### src/rtl/inst_fetch_if.sv
// Fetch-stage bus bundle: ROM request/response, redirect input and the decode-side valid/ready output.
interface inst_fetch_if #(
   parameter int unsigned ADDR_W = 32,
   parameter int unsigned INST_W = 32
);
   logic              rom_ce_o;
   logic [ADDR_W-1:0] rom_addr_o;
   logic [INST_W-1:0] rom_inst_i;
   logic              redirect_i;
   logic [ADDR_W-1:0] redirect_pc_i;
   logic              out_valid_o;
   logic              out_ready_i;
   logic [ADDR_W-1:0] out_pc_o;
   logic [INST_W-1:0] out_inst_o;
   logic              out_exc_o;

   modport master (
      output rom_ce_o, rom_addr_o, out_valid_o, out_pc_o, out_inst_o, out_exc_o,
      input  rom_inst_i, redirect_i, redirect_pc_i, out_ready_i
   );

   modport slave (
      input  rom_ce_o, rom_addr_o, out_valid_o, out_pc_o, out_inst_o, out_exc_o,
      output rom_inst_i, redirect_i, redirect_pc_i, out_ready_i
   );
endinterface

### src/rtl/inst_fetch.sv
// Instruction fetch stage: owns the PC, drives the ROM, queues {pc, inst} for decode, flushes on redirect.
// Optional INST_FETCH_MISALIGN_EN: misaligned fetch emits one exception marker and halts until redirect.
module inst_fetch #(
   parameter int unsigned       ADDR_W      = 32,
   parameter int unsigned       INST_W      = 32,
   parameter logic [ADDR_W-1:0] RESET_PC    = '0,
   parameter int unsigned       QUEUE_DEPTH = 2
) (
   input logic          clk,
   input logic          rst,
   inst_fetch_if.master bus
);
   localparam int unsigned PTR_W = $clog2(QUEUE_DEPTH);
   localparam int unsigned CNT_W = $clog2(QUEUE_DEPTH + 1);
   localparam logic [ADDR_W-1:0] ALIGN_MASK = ~ADDR_W'(3);
`ifdef INST_FETCH_MISALIGN_EN
   localparam logic [ADDR_W-1:0] START_PC = RESET_PC;
`else
   localparam logic [ADDR_W-1:0] START_PC = RESET_PC & ALIGN_MASK;
`endif

   logic [ADDR_W-1:0] pc;
   logic              run;
   logic              halted;
   logic [CNT_W-1:0]  count;
   logic [PTR_W-1:0]  rd_ptr;
   logic [PTR_W-1:0]  wr_ptr;
   logic [ADDR_W-1:0] pc_mem   [QUEUE_DEPTH];
   logic [INST_W-1:0] inst_mem [QUEUE_DEPTH];
`ifdef INST_FETCH_MISALIGN_EN
   logic              exc_mem  [QUEUE_DEPTH];
`endif

   logic              head_valid;
   logic              pop;
   logic              space;
   logic              fetch;
   logic              misalign;
   logic [ADDR_W-1:0] target;

   // Handshake, fetch qualification and redirect target shaping
   always_comb begin
      head_valid = 1'b0;
      pop        = 1'b0;
      space      = 1'b0;
      fetch      = 1'b0;
      misalign   = 1'b0;
      target     = '0;
      head_valid = (count != '0);
      pop        = head_valid & bus.out_ready_i;
      space      = (count < CNT_W'(QUEUE_DEPTH)) | pop;
      fetch      = run & space & ~bus.redirect_i & ~halted;
`ifdef INST_FETCH_MISALIGN_EN
      misalign   = fetch & (pc[1:0] != 2'b00);
      target     = bus.redirect_pc_i;
`else
      target     = bus.redirect_pc_i & ALIGN_MASK;
`endif
   end

   // PC, run/halt flags and queue pointers; redirect flushes any in-flight entries
   always_ff @(posedge clk) begin
      if (rst) begin
         pc     <= START_PC;
         run    <= 1'b0;
         halted <= 1'b0;
         count  <= '0;
         rd_ptr <= '0;
         wr_ptr <= '0;
      end else begin
         run <= 1'b1;
         if (bus.redirect_i) begin
            pc     <= target;
            halted <= 1'b0;
            count  <= '0;
            rd_ptr <= '0;
            wr_ptr <= '0;
         end else begin
            if (fetch) begin
               wr_ptr <= wr_ptr + PTR_W'(1);
               if (misalign) halted <= 1'b1;
               else          pc     <= pc + ADDR_W'(4);
            end
            if (pop) rd_ptr <= rd_ptr + PTR_W'(1);
            count <= count + CNT_W'(fetch) - CNT_W'(pop);
         end
      end
   end

   // Queue storage; stale contents are harmless because count gates visibility
   always_ff @(posedge clk) begin
      if (fetch) begin
         pc_mem[wr_ptr]   <= pc;
         inst_mem[wr_ptr] <= misalign ? '0 : bus.rom_inst_i;
`ifdef INST_FETCH_MISALIGN_EN
         exc_mem[wr_ptr]  <= misalign;
`endif
      end
   end

   assign bus.rom_ce_o    = fetch;
   assign bus.rom_addr_o  = pc;
   assign bus.out_valid_o = head_valid;
   assign bus.out_pc_o    = head_valid ? pc_mem[rd_ptr]   : '0;
   assign bus.out_inst_o  = head_valid ? inst_mem[rd_ptr] : '0;
`ifdef INST_FETCH_MISALIGN_EN
   assign bus.out_exc_o   = head_valid ? exc_mem[rd_ptr] : 1'b0;
`else
   assign bus.out_exc_o   = 1'b0;
`endif
endmodule

### src/flat_wrapper.sv
// flat-port wrapper written by rule: the top's interface ports become plain ports
module inst_fetch_flat 
#(
   parameter int unsigned       ADDR_W      = 32,
   parameter int unsigned       INST_W      = 32,
   parameter logic [ADDR_W-1:0] RESET_PC    = '0,
   parameter int unsigned       QUEUE_DEPTH = 2
)
  (clk, rst, bus_rom_ce_o, bus_rom_addr_o, bus_out_valid_o, bus_out_pc_o, bus_out_inst_o, bus_out_exc_o, bus_rom_inst_i, bus_redirect_i, bus_redirect_pc_i, bus_out_ready_i);
  inst_fetch_if #(.ADDR_W(ADDR_W), .INST_W(INST_W)) bus_i ();
  input logic clk;
  input logic rst;
  output wire logic [$bits(bus_i.rom_ce_o)-1:0] bus_rom_ce_o;
  output wire logic [$bits(bus_i.rom_addr_o)-1:0] bus_rom_addr_o;
  output wire logic [$bits(bus_i.out_valid_o)-1:0] bus_out_valid_o;
  output wire logic [$bits(bus_i.out_pc_o)-1:0] bus_out_pc_o;
  output wire logic [$bits(bus_i.out_inst_o)-1:0] bus_out_inst_o;
  output wire logic [$bits(bus_i.out_exc_o)-1:0] bus_out_exc_o;
  input wire logic [$bits(bus_i.rom_inst_i)-1:0] bus_rom_inst_i;
  input wire logic [$bits(bus_i.redirect_i)-1:0] bus_redirect_i;
  input wire logic [$bits(bus_i.redirect_pc_i)-1:0] bus_redirect_pc_i;
  input wire logic [$bits(bus_i.out_ready_i)-1:0] bus_out_ready_i;
  assign bus_rom_ce_o = bus_i.rom_ce_o;
  assign bus_rom_addr_o = bus_i.rom_addr_o;
  assign bus_out_valid_o = bus_i.out_valid_o;
  assign bus_out_pc_o = bus_i.out_pc_o;
  assign bus_out_inst_o = bus_i.out_inst_o;
  assign bus_out_exc_o = bus_i.out_exc_o;
  assign bus_i.rom_inst_i = bus_rom_inst_i;
  assign bus_i.redirect_i = bus_redirect_i;
  assign bus_i.redirect_pc_i = bus_redirect_pc_i;
  assign bus_i.out_ready_i = bus_out_ready_i;
  inst_fetch #(.ADDR_W(ADDR_W), .INST_W(INST_W), .RESET_PC(RESET_PC), .QUEUE_DEPTH(QUEUE_DEPTH)) u_core (.clk(clk), .rst(rst), .bus(bus_i));
endmodule
### config.mk
export PLATFORM = sky130hd
export DESIGN_NAME = inst_fetch_flat
export DESIGN_NICKNAME = d
export VERILOG_FILES = /design/src/rtl/inst_fetch_if.sv /design/src/rtl/inst_fetch.sv /design/src/flat_wrapper.sv
export SDC_FILE = /design/constraint.sdc
export NUM_CORES = 1
export LEC_CHECK = 0
export CORE_AREA = 2 2 134 136
export CTS_CLUSTER_SIZE = 14
export DETAILED_ROUTE_END_ITERATION = 16
export DIE_AREA = 0 0 136 138
export GPL_ROUTABILITY_DRIVEN = 0
export MAX_ROUTING_LAYER = met4
export PLACE_DENSITY = 0.69
export SYNTH_ARGS = -nofsm -noshare
export SYNTH_HDL_FRONTEND = slang
export SYNTH_SLANG_ARGS = --single-unit
### constraint.sdc
create_clock -name clk -period 5.05 [get_ports clk]
set_input_delay 1.2625 -clock clk [delete_from_list [all_inputs] [get_ports clk]]
set_output_delay 1.2625 -clock clk [all_outputs]
set_load 0.01 [all_outputs]
After elaboration in Yosys (flattened, before gate mapping)
Memories as Yosys holds them, arrays and structs flattened. A register that Yosys moved wholly into a read port is not among the register bits.
Cells that the tools add are included.
{"block": "totals", "memories": 2, "input_bits": 68, "mem_bits_rw": 128, "wordCells": 33, "register_bits": 37, "out_inout_bits": 99}
{"block": "classes", "muxes": 11, "reduce_logical": 3, "order_cmp": 1, "bitwise_logic": 5, "addsub": 5}
{"name": "u_core.inst_mem", "words": 2, "word_bits": 32, "read_ports": 1, "rd_clocked_by_memory_dff": 1, "wr": 1, "line_no": "inst_fetch.sv:29", "source": "logic [INST_W-1:0] inst_mem [QUEUE_DEPTH];"}
{"name": "u_core.pc_mem", "words": 2, "word_bits": 32, "read_ports": 1, "rd_clocked_by_memory_dff": 1, "wr": 1, "line_no": "inst_fetch.sv:28", "source": "logic [ADDR_W-1:0] pc_mem [QUEUE_DEPTH];"}
{"cell": "$mux 32", "n": 4}
{"cell": "$add 32x3->32 const B", "n": 1}
{"cell": "$mux 1", "n": 7}
{"cell": "$reduce_bool 2->1", "n": 2}
{"cell": "$and 1x1->1", "n": 3}
{"cell": "$add 1x1->1 const B", "n": 2}
{"cell": "$add 2x1->2", "n": 1}
{"cell": "$lt 2x2->1 const B", "n": 1}
{"cell": "$reduce_or 2->1", "n": 1}
{"cell": "$sub 2x1->2", "n": 1}
{"cell": "$not 1->1", "n": 1}
{"cell": "$or 1x1->1", "n": 1}

Longest topological paths before layout
Gate-level depths: netlist of the first run.
{"block": "logic_depth", "ltp_word": 7, "mapped_depth": 9, "ltp_nobuf": 9}

Least setup slack after synthesis of the first run
No wires, ideal clock.
{"block": "synth_path", "kind": "in2reg", "start": "input bus_redirect_i", "end": "memory u_core.inst_mem[0][0] (enable)", "slack_ns": 0.262, "setup_time_ns": 0.482, "path_buffers": 1, "required_ns": 4.568, "arrival_time_ns": 4.306, "cell_stages": 4, "path_cell_list": "clkbuf_1 -> clkinv_1 -> nand3_1 -> nor2_1"}
{"block": "synth_via", "elab_chain_cells": 4}
{"element": "start: declaration", "line_no": "flat_wrapper.sv:20", "source": "input wire logic [$bits(bus_i.redirect_i)-1:0] bus_redirect_i;"}
{"element": "$not 1->1", "line_no": "inst_fetch.sv:52", "source": "fetch = run & space & ~bus.redirect_i & ~halted;"}
{"element": "$and 1x1->1", "line_no": "inst_fetch.sv:52"}
{"element": "$mux 1", "line_no": "inst_fetch.sv:92", "source": "if (fetch) begin"}
{"element": "$mux 1", "line_no": "inst_fetch.sv:94", "source": "inst_mem[wr_ptr] <= misalign ? '0 : bus.rom_inst_i;"}
{"element": "end: declaration", "line_no": "inst_fetch.sv:29"}
No other way between the ends.

Worst setup path after layout of the first run
{"block": "layout_path", "start": "input bus_out_ready_i", "end": "output bus_rom_ce_o"}
{"block": "layout_via", "elab_chain_cells": 4}
{"element": "start: declaration", "line_no": "flat_wrapper.sv:22", "source": "input wire logic [$bits(bus_i.out_ready_i)-1:0] bus_out_ready_i;"}
{"element": "$and 1x1->1", "line_no": "inst_fetch.sv:50", "source": "pop = head_valid & bus.out_ready_i;"}
{"element": "$or 1x1->1", "line_no": "inst_fetch.sv:51", "source": "space = (count < CNT_W'(QUEUE_DEPTH)) | pop;"}
{"element": "$and 1x1->1 (2 in series)", "line_no": "inst_fetch.sv:52"}
{"element": "end: declaration", "line_no": "flat_wrapper.sv:13", "source": "output wire logic [$bits(bus_i.rom_ce_o)-1:0] bus_rom_ce_o;"}
No other way between the ends.

==> flow_summary.ini, run 1 <==
[timing]
max_clock_freq_ghz = 0.2361
fin_hold_ws_ns = 0.5281
finalSetupViolCount = 0
layout_min_cycle_time_ns = 4.235
tns_ns = 0
hold_viol = 0
finalCritPeriodShare = 0.8387
fin_skew_ns = 0.009245
worst_pin_slew_ns = 1.117
maxSlewViolCount = 0
rsz0062_at_grt = no
max-slew-margin-rel = 0.2551

[clock_tree]
clk_pin_slew_ns = 0.06
cts-resized-gates = 0
clock_path_buffers = 2
cts_max_level = 4
cts-hold-fix-buffers = 0
cts_tree = yes
clk_latency_ns = 0.42
clock_sinks = 160
post-cts-setup-buffer-count = 0
clockRootBuffer = clkbuf_16
numCtsBuffers = 17

[setup_path]
max_stage_delay_ns = 0.54
cpMaxStageDelayCell = clkdlybuf4s50_1
reg2reg_depth = 10
rr_startpoint = u_core.count[1]
path_delay_family = buffers and inverters
critical_path.most_common_cell = clkdlybuf4s50_1
critical_path.cell_chain = clkdlybuf4s50_1 -> nand2b_1 -> nand3_1 -> inv_1 -> clkdlybuf4s50_1
r2r_slack_ns = 2.35
reg2reg_to = u_core.count[1]
startpoint = bus_out_ready_i
endpoint_kind = primary output
worstSetupEndpoint = bus_rom_ce_o
startpoint_type = primary input
arrival_ns = 2.97
path_class = in -> out
cp_max_fo = 7
worstPathBufferInverterCount = 3
cp.required_ns = 3.79
path_depth = 5

[routing]
via_per_inst = 5.254
drt-initial-drc-count = 398
drtPass1Iterations = 5
vias = 4886
wirelength_um = 16640
drc = 0
postRouteAntennaNets = 0
wire_per_inst_um = 17.90

[global_routing]
grt_use_total = 0.1856
grt_pass1_wl_um = 26190
grt_pass1_vias = 4871
antenna_found_initial = 0
grt_max_degree = 63
grt_overflow = 0

[synthesis]
synth_top_area_frac = 0.5429
synth_seq_cells = 160
yosys_warnings = 0
syn_inst = 543
synth_edf_count = 124
ys.flop_type = edfxtp_1
synth.top_cells.by_area = edfxtp_1 54%, dfxtp_1 11%, mux2i_1 9.0%, nor2_1 4.7%, clkbuf_1 1.6%
seq_area_frac_synth = 0.6479
async_reset_ff_frac = 0
syn_avg_cell_area_um2 = 12.63
ys_types = 53
yosysTopAreaCell = edfxtp_1
synth_area_um2 = 6859

[die]
die_area_um2 = 18770
coreArea_um2 = 17530
ios = 167
chipWidth_um = 136
die_y_um = 138
start_util = 0.3912
num_rows = 49

[final_layout]
fin_area_um2 = 9250
final_layout_size_suffix_gt1_frac = 0.06419
post-route-util = 0.5275
multi_input_area_um2 = 2232
num-fill-cells = 1524
seq_area_um2 = 4448
area_growth_pct = 34.86
finalNetCount = 759
diodes = 0

[outcome]
status = finished, final reports clean

[pwr]
finalPower_uw = 3120
powerDensity_nw_per_um2 = 337.3
irDropWorstVdd_uv = 234.2
p_leak_uw = 0.003001

[worst_hold_path]
worstHoldPathType = reg -> reg

[place]
dpl.hpwl_um = 10860
io_buffers = 159
placed_area_um2 = 8642

[run]
maxCapViolations = 0
[routing by layer]
layer,part of all wire,global-route usage,vias to the layer above
met3,0.063,0.03997,21
met4,0.016,0.06086,0
met2,0.49,0.2983,196
li1,-,-,2334
met5,0,-,-
met1,0.43,0.2333,2335
[flip-flops by register name, indices dropped and copies added, names as in the netlist, named ones only]
register	count
u_core.bus.rom_addr_o	30
u_core.count	2
u_core.inst_mem	64
u_core.run	1
u_core.wr_ptr	1
u_core.pc_mem	60
u_core.rd_ptr	1
[worst register-to-register path, cell delays in order, from the launching register on]
cell     delay [ns]
dfxtp_1        0.36
nor2_4         0.36
buf_4          0.53
inv_1          0.16
and2_1         0.22
ha_1           0.28
inv_1          0.06
ha_1           0.16
xor2_1         0.22
xnor2_1        0.16
nor3_1         0.06
[report_power, final]
group	leakage [uW]	internal [uW]	switching, uW
Sequential	0.00145	1470	48.2
Combinational	0.00126	152	128
Clock	0.000294	784	533
[per-stage QoR]
step,std cells,setup WS (ns)
6_report,930,0.8145
5_1_grt,930,0.7202
4_1_cts,930,0.8182
3_5_place_dp,898,0.8351
3_3_place_gp,898,0.8362
2_1_floorplan,547,0.2622
[synthesized netlist by cell type, types with 2 or more instances]
| cell type | count |
|---|---|
| a2111oi_0 | 3 |
| a211oi_1 | 5 |
| a21oi_1 | 2 |
| a311oi_1 | 10 |
| a31oi_1 | 5 |
| and2_1 | 4 |
| and3_1 | 10 |
| and4_1 | 5 |
| buf_1 | 4 |
| buf_2 | 2 |
| buf_4 | 5 |
| clkbuf_1 | 29 |
| clkbuf_2 | 2 |
| dfxtp_1 | 36 |
| edfxtp_1 | 124 |
| ha_1 | 3 |
| inv_1 | 7 |
| mux2i_1 | 62 |
| nand2_1 | 19 |
| nand2b_1 | 2 |
| nand3_1 | 16 |
| nand4_1 | 11 |
| nor2_1 | 86 |
| nor2b_1 | 8 |
| nor3_1 | 12 |
| nor3b_1 | 2 |
| nor4_1 | 6 |
| o2111a_1 | 3 |
| o211ai_1 | 3 |
| o21ai_0 | 4 |
| o221a_2 | 2 |
| o31a_1 | 3 |
| o31ai_1 | 10 |
| or3_1 | 3 |
| or4_1 | 10 |
| xnor2_1 | 5 |
| xor2_1 | 4 |
[cell families (layout without fill, tap and decap cells)]
logic type / after synthesis / in the layout / synth area share
simple gates: 199 / 199 / 0.1448
flops: 160 / 160 / 0.6479
mux: 62 / 62 / 0.09048
compound gates: 58 / 58 / 0.06786
buf+inv: 51 / 205 / 0.03137
xor+xnor: 9 / 9 / 0.01149
fa+ha+maj: 3 / 3 / 0.005473
other cells: 1 / 5 / 0.0005467
[cell usage in the layout (no fill, tap or decap), types with 6 or more instances in the layout]
master / count
a311oi_1: 10
and3_1: 10
clkbuf_16: 17
clkdlybuf4s50_1: 159
dfxtp_1: 35
edfxtp_1: 124
inv_1: 7
mux2i_1: 62
nand2_1: 19
nand3_1: 16
nand4_1: 11
nor2_1: 84
nor2b_1: 8
nor3_1: 12
nor4_1: 6
o31ai_1: 10
or4_1: 10
[worst min-delay path by stage]
stage                               from                       end  slack [ns]  cells after the start
2_1_floorplan                 u_core.run  u_core.bus.rom_addr_o[3]        0.51                      2
3_3_place_gp               u_core.rd_ptr                 flip-flop        0.52                      2
3_5_place_dp   u_core.bus.rom_addr_o[29]      u_core.pc_mem[1][29]        0.52                      0
4_1_cts        u_core.bus.rom_addr_o[31]      u_core.pc_mem[1][31]        0.53                      0
5_1_grt        u_core.bus.rom_addr_o[31]      u_core.pc_mem[1][31]        0.55                      0
6_report       u_core.bus.rom_addr_o[31]      u_core.pc_mem[0][31]        0.53                      0
[cell type report]
class,instances,area share
clock buffer,17,0.04599
sequential,160,0.4809
multi-input combinational,336,0.2413
tap,229,0.03098
clock inverter,15,0.01975
inverter,9,0.003652
timing repair buffer,164,0.1775
No activity file was read; power rests on OpenSTA's default activity.
==> run 2: changes to the inputs <==
--- a/config.mk
+++ b/config.mk
@@ -11,7 +11,7 @@
 export DIE_AREA = 0 0 136 138
 export GPL_ROUTABILITY_DRIVEN = 0
 export MAX_ROUTING_LAYER = met4
-export PLACE_DENSITY = 0.69
+export PLACE_DENSITY = 0.66
 export SYNTH_ARGS = -nofsm -noshare
 export SYNTH_HDL_FRONTEND = slang
 export SYNTH_SLANG_ARGS = --single-unit
==> constraint.sdc (replaced) <==
create_clock -name clk -period 4.2 [get_ports clk]
set_input_delay 1.05 -clock clk [delete_from_list [all_inputs] [get_ports clk]]
set_output_delay 1.05 -clock clk [all_outputs]
set_load 0.01 [all_outputs]
==> run 2 against run 1 <==
Effect of this change:
- count of clock-buffer cells in the layout increased by 3
- combinational power increased by 23%
- clock power is 19% higher
- wire length grew 2.6%
- critical path type unchanged
- largest power group unchanged
==> flow_summary.ini, run 2 (synthesis gave the netlist of run 1 again) <==
[die]
die_area_um2 = 18770
ios = 167
coreArea_um2 = 17530
start_util = 0.3912
chipWidth_um = 136
die_y_um = 138
num_rows = 49

[setup_path]
cpMaxStageDelayCell = clkdlybuf4s50_1
endpoint_kind = primary output
rr_startpoint = u_core.bus.rom_addr_o[5]
max_stage_delay_ns = 0.56
path_class = in -> out
critical_path.cell_chain = clkdlybuf4s50_1 -> nand2b_1 -> nand3_1 -> inv_1 -> clkdlybuf4s50_1
arrival_ns = 2.64
cp.required_ns = 3.15
worstPathBufferInverterCount = 3
path_delay_family = buffers and inverters
critical_path.most_common_cell = clkdlybuf4s50_1
cp_max_fo = 3
startpoint = bus_out_ready_i
startpoint_type = primary input

[routing]
drtPass1Iterations = 5
drc = 0
drt-initial-drc-count = 358
via_per_inst = 5.294
wirelength_um = 17070
vias = 4966
wire_per_inst_um = 18.20
postRouteAntennaNets = 0

[outcome]
status = finished, final reports clean

[global_routing]
busiest_layer = met2
grt_use_total = 0.1900
grt_pass1_wl_um = 26770
grt_pass1_vias = 4894
antenna_found_initial = 1
grt_max_degree = 50
use_met3 = 0.04547
grt_overflow = 0
globalRouteMet2Util = 0.3012
grtUsageMet1 = 0.2397

[pwr]
irDropWorstVdd_uv = 280.2
p_leak_uw = 0.003035
powerDensity_nw_per_um2 = 402.5
p_switching_uw = 797.9
p_comb_frac = 0.092
p_int_uw = 2945
power.share.clock = 0.420
switching_share = 0.2131
pwr-share-seq = 0.488

[final_layout]
largest_reg_flops = 64
finalNetCount = 766
final_layout_size_suffix_gt1_frac = 0.06780
area_growth_pct = 35.59
final_common_cell = clkdlybuf4s50_1
fin_area_um2 = 9300
num-fill-cells = 1525
final_cell_mix = 159 x clkdlybuf4s50_1, 124 x edfxtp_1, 84 x nor2_1
regMostFlops = u_core.inst_mem
seq_area_um2 = 4448
multi_input_area_um2 = 2232

[place]
placed_area_um2 = 8695
dpl.hpwl_um = 11550
io_buffers = 159

[timing]
tns_ns = 0
worst_pin_slew_ns = 0.8021
finalSetupViolCount = 0
max_clock_freq_ghz = 0.2707
max-slew-margin-rel = 0.4638
fin_skew_ns = 0.01156
layout_min_cycle_time_ns = 3.694
maxSlewViolCount = 0
hold_viol = 0
finalCritPeriodShare = 0.8795
rsz0062_at_grt = no

[run]
maxCapViolations = 0

[clock_tree]
clk_latency_ns = 0.41
clock_sinks = 160
clockRootBuffer = clkbuf_16
cts-resized-gates = 0
cts_tree = yes
cts-hold-fix-buffers = 0
clock_path_buffers = 2
numCtsBuffers = 17
cts_max_level = 4
clk_pin_slew_ns = 0.06
post-cts-setup-buffer-count = 0

[worst_hold_path]
min_from = u_core.bus.rom_addr_o[31]
worstHoldPathType = reg -> reg
## run 2: final timing paths
check	endpoint	slack [ns]	cells after the start
worst min-delay path	u_core.pc_mem[0][31]	0.53	0
worst max register to register	u_core.bus.rom_addr_o[12]	1.75	4
worst max-delay path	bus_rom_ce_o	0.51	5
worst min register to register	u_core.pc_mem[0][31]	0.53	0
## run 2: cell type report
class                      instances  area share
tap                              229     0.03081
timing repair buffer             171      0.1822
sequential                       160      0.4783
antenna                            1   0.0002691
clock inverter                    12     0.01789
multi-input combinational        336      0.2400
inverter                           9    0.003632
clock buffer                      20     0.04695
## run 2: per-layer routing
metal,wire length (um),vias to the layer above,share of wire
met4,293,0,0.017
met2,8414,190,0.49
met5,0,-,0
met3,1230,17,0.072
li1,-,2349,-
met1,7132,2410,0.42
## run 2: power groups by stage
| stage | logic, uW | registers [uW] | clock network (uW) |
|---|---|---|---|
| final | 344 | 1830 | 1570 |
| after global routing | 373 | 1840 | 1670 |
| after CTS | 349 | 1830 | 1610 |
| after detailed placement | 346 | 1860 | 0 |
| after global placement | 338 | 1860 | 0 |
| after floorplan | 146 | 1850 | 0 |
## run 2: per-stage QoR
| stage | hold WS [ns] | power, uW | setup WS, ns | cells | utilization |
|---|---|---|---|---|---|
| after floorplan | 0.5116 | 1997 | 0.6550 | 547 | - |
| after global placement | 0.5258 | 2197 | 0.5580 | 905 | 0.4959 |
| after detailed placement | 0.5203 | 2208 | 0.5331 | 905 | 0.4959 |
| after CTS | 0.5302 | 3786 | 0.5257 | 937 | 0.5303 |
| after global routing | 0.5444 | 3884 | 0.4461 | 938 | 0.5304 |
| final | 0.5267 | 3743 | 0.5060 | 938 | 0.5304 |
## run 2: worst register-to-register path, stage by stage (launching register included)
cell and delay [ns]:
dfxtp_1 0.47, and4_1 0.32, nand3_1 0.59, or4_1 0.71, a311oi_1 0.27
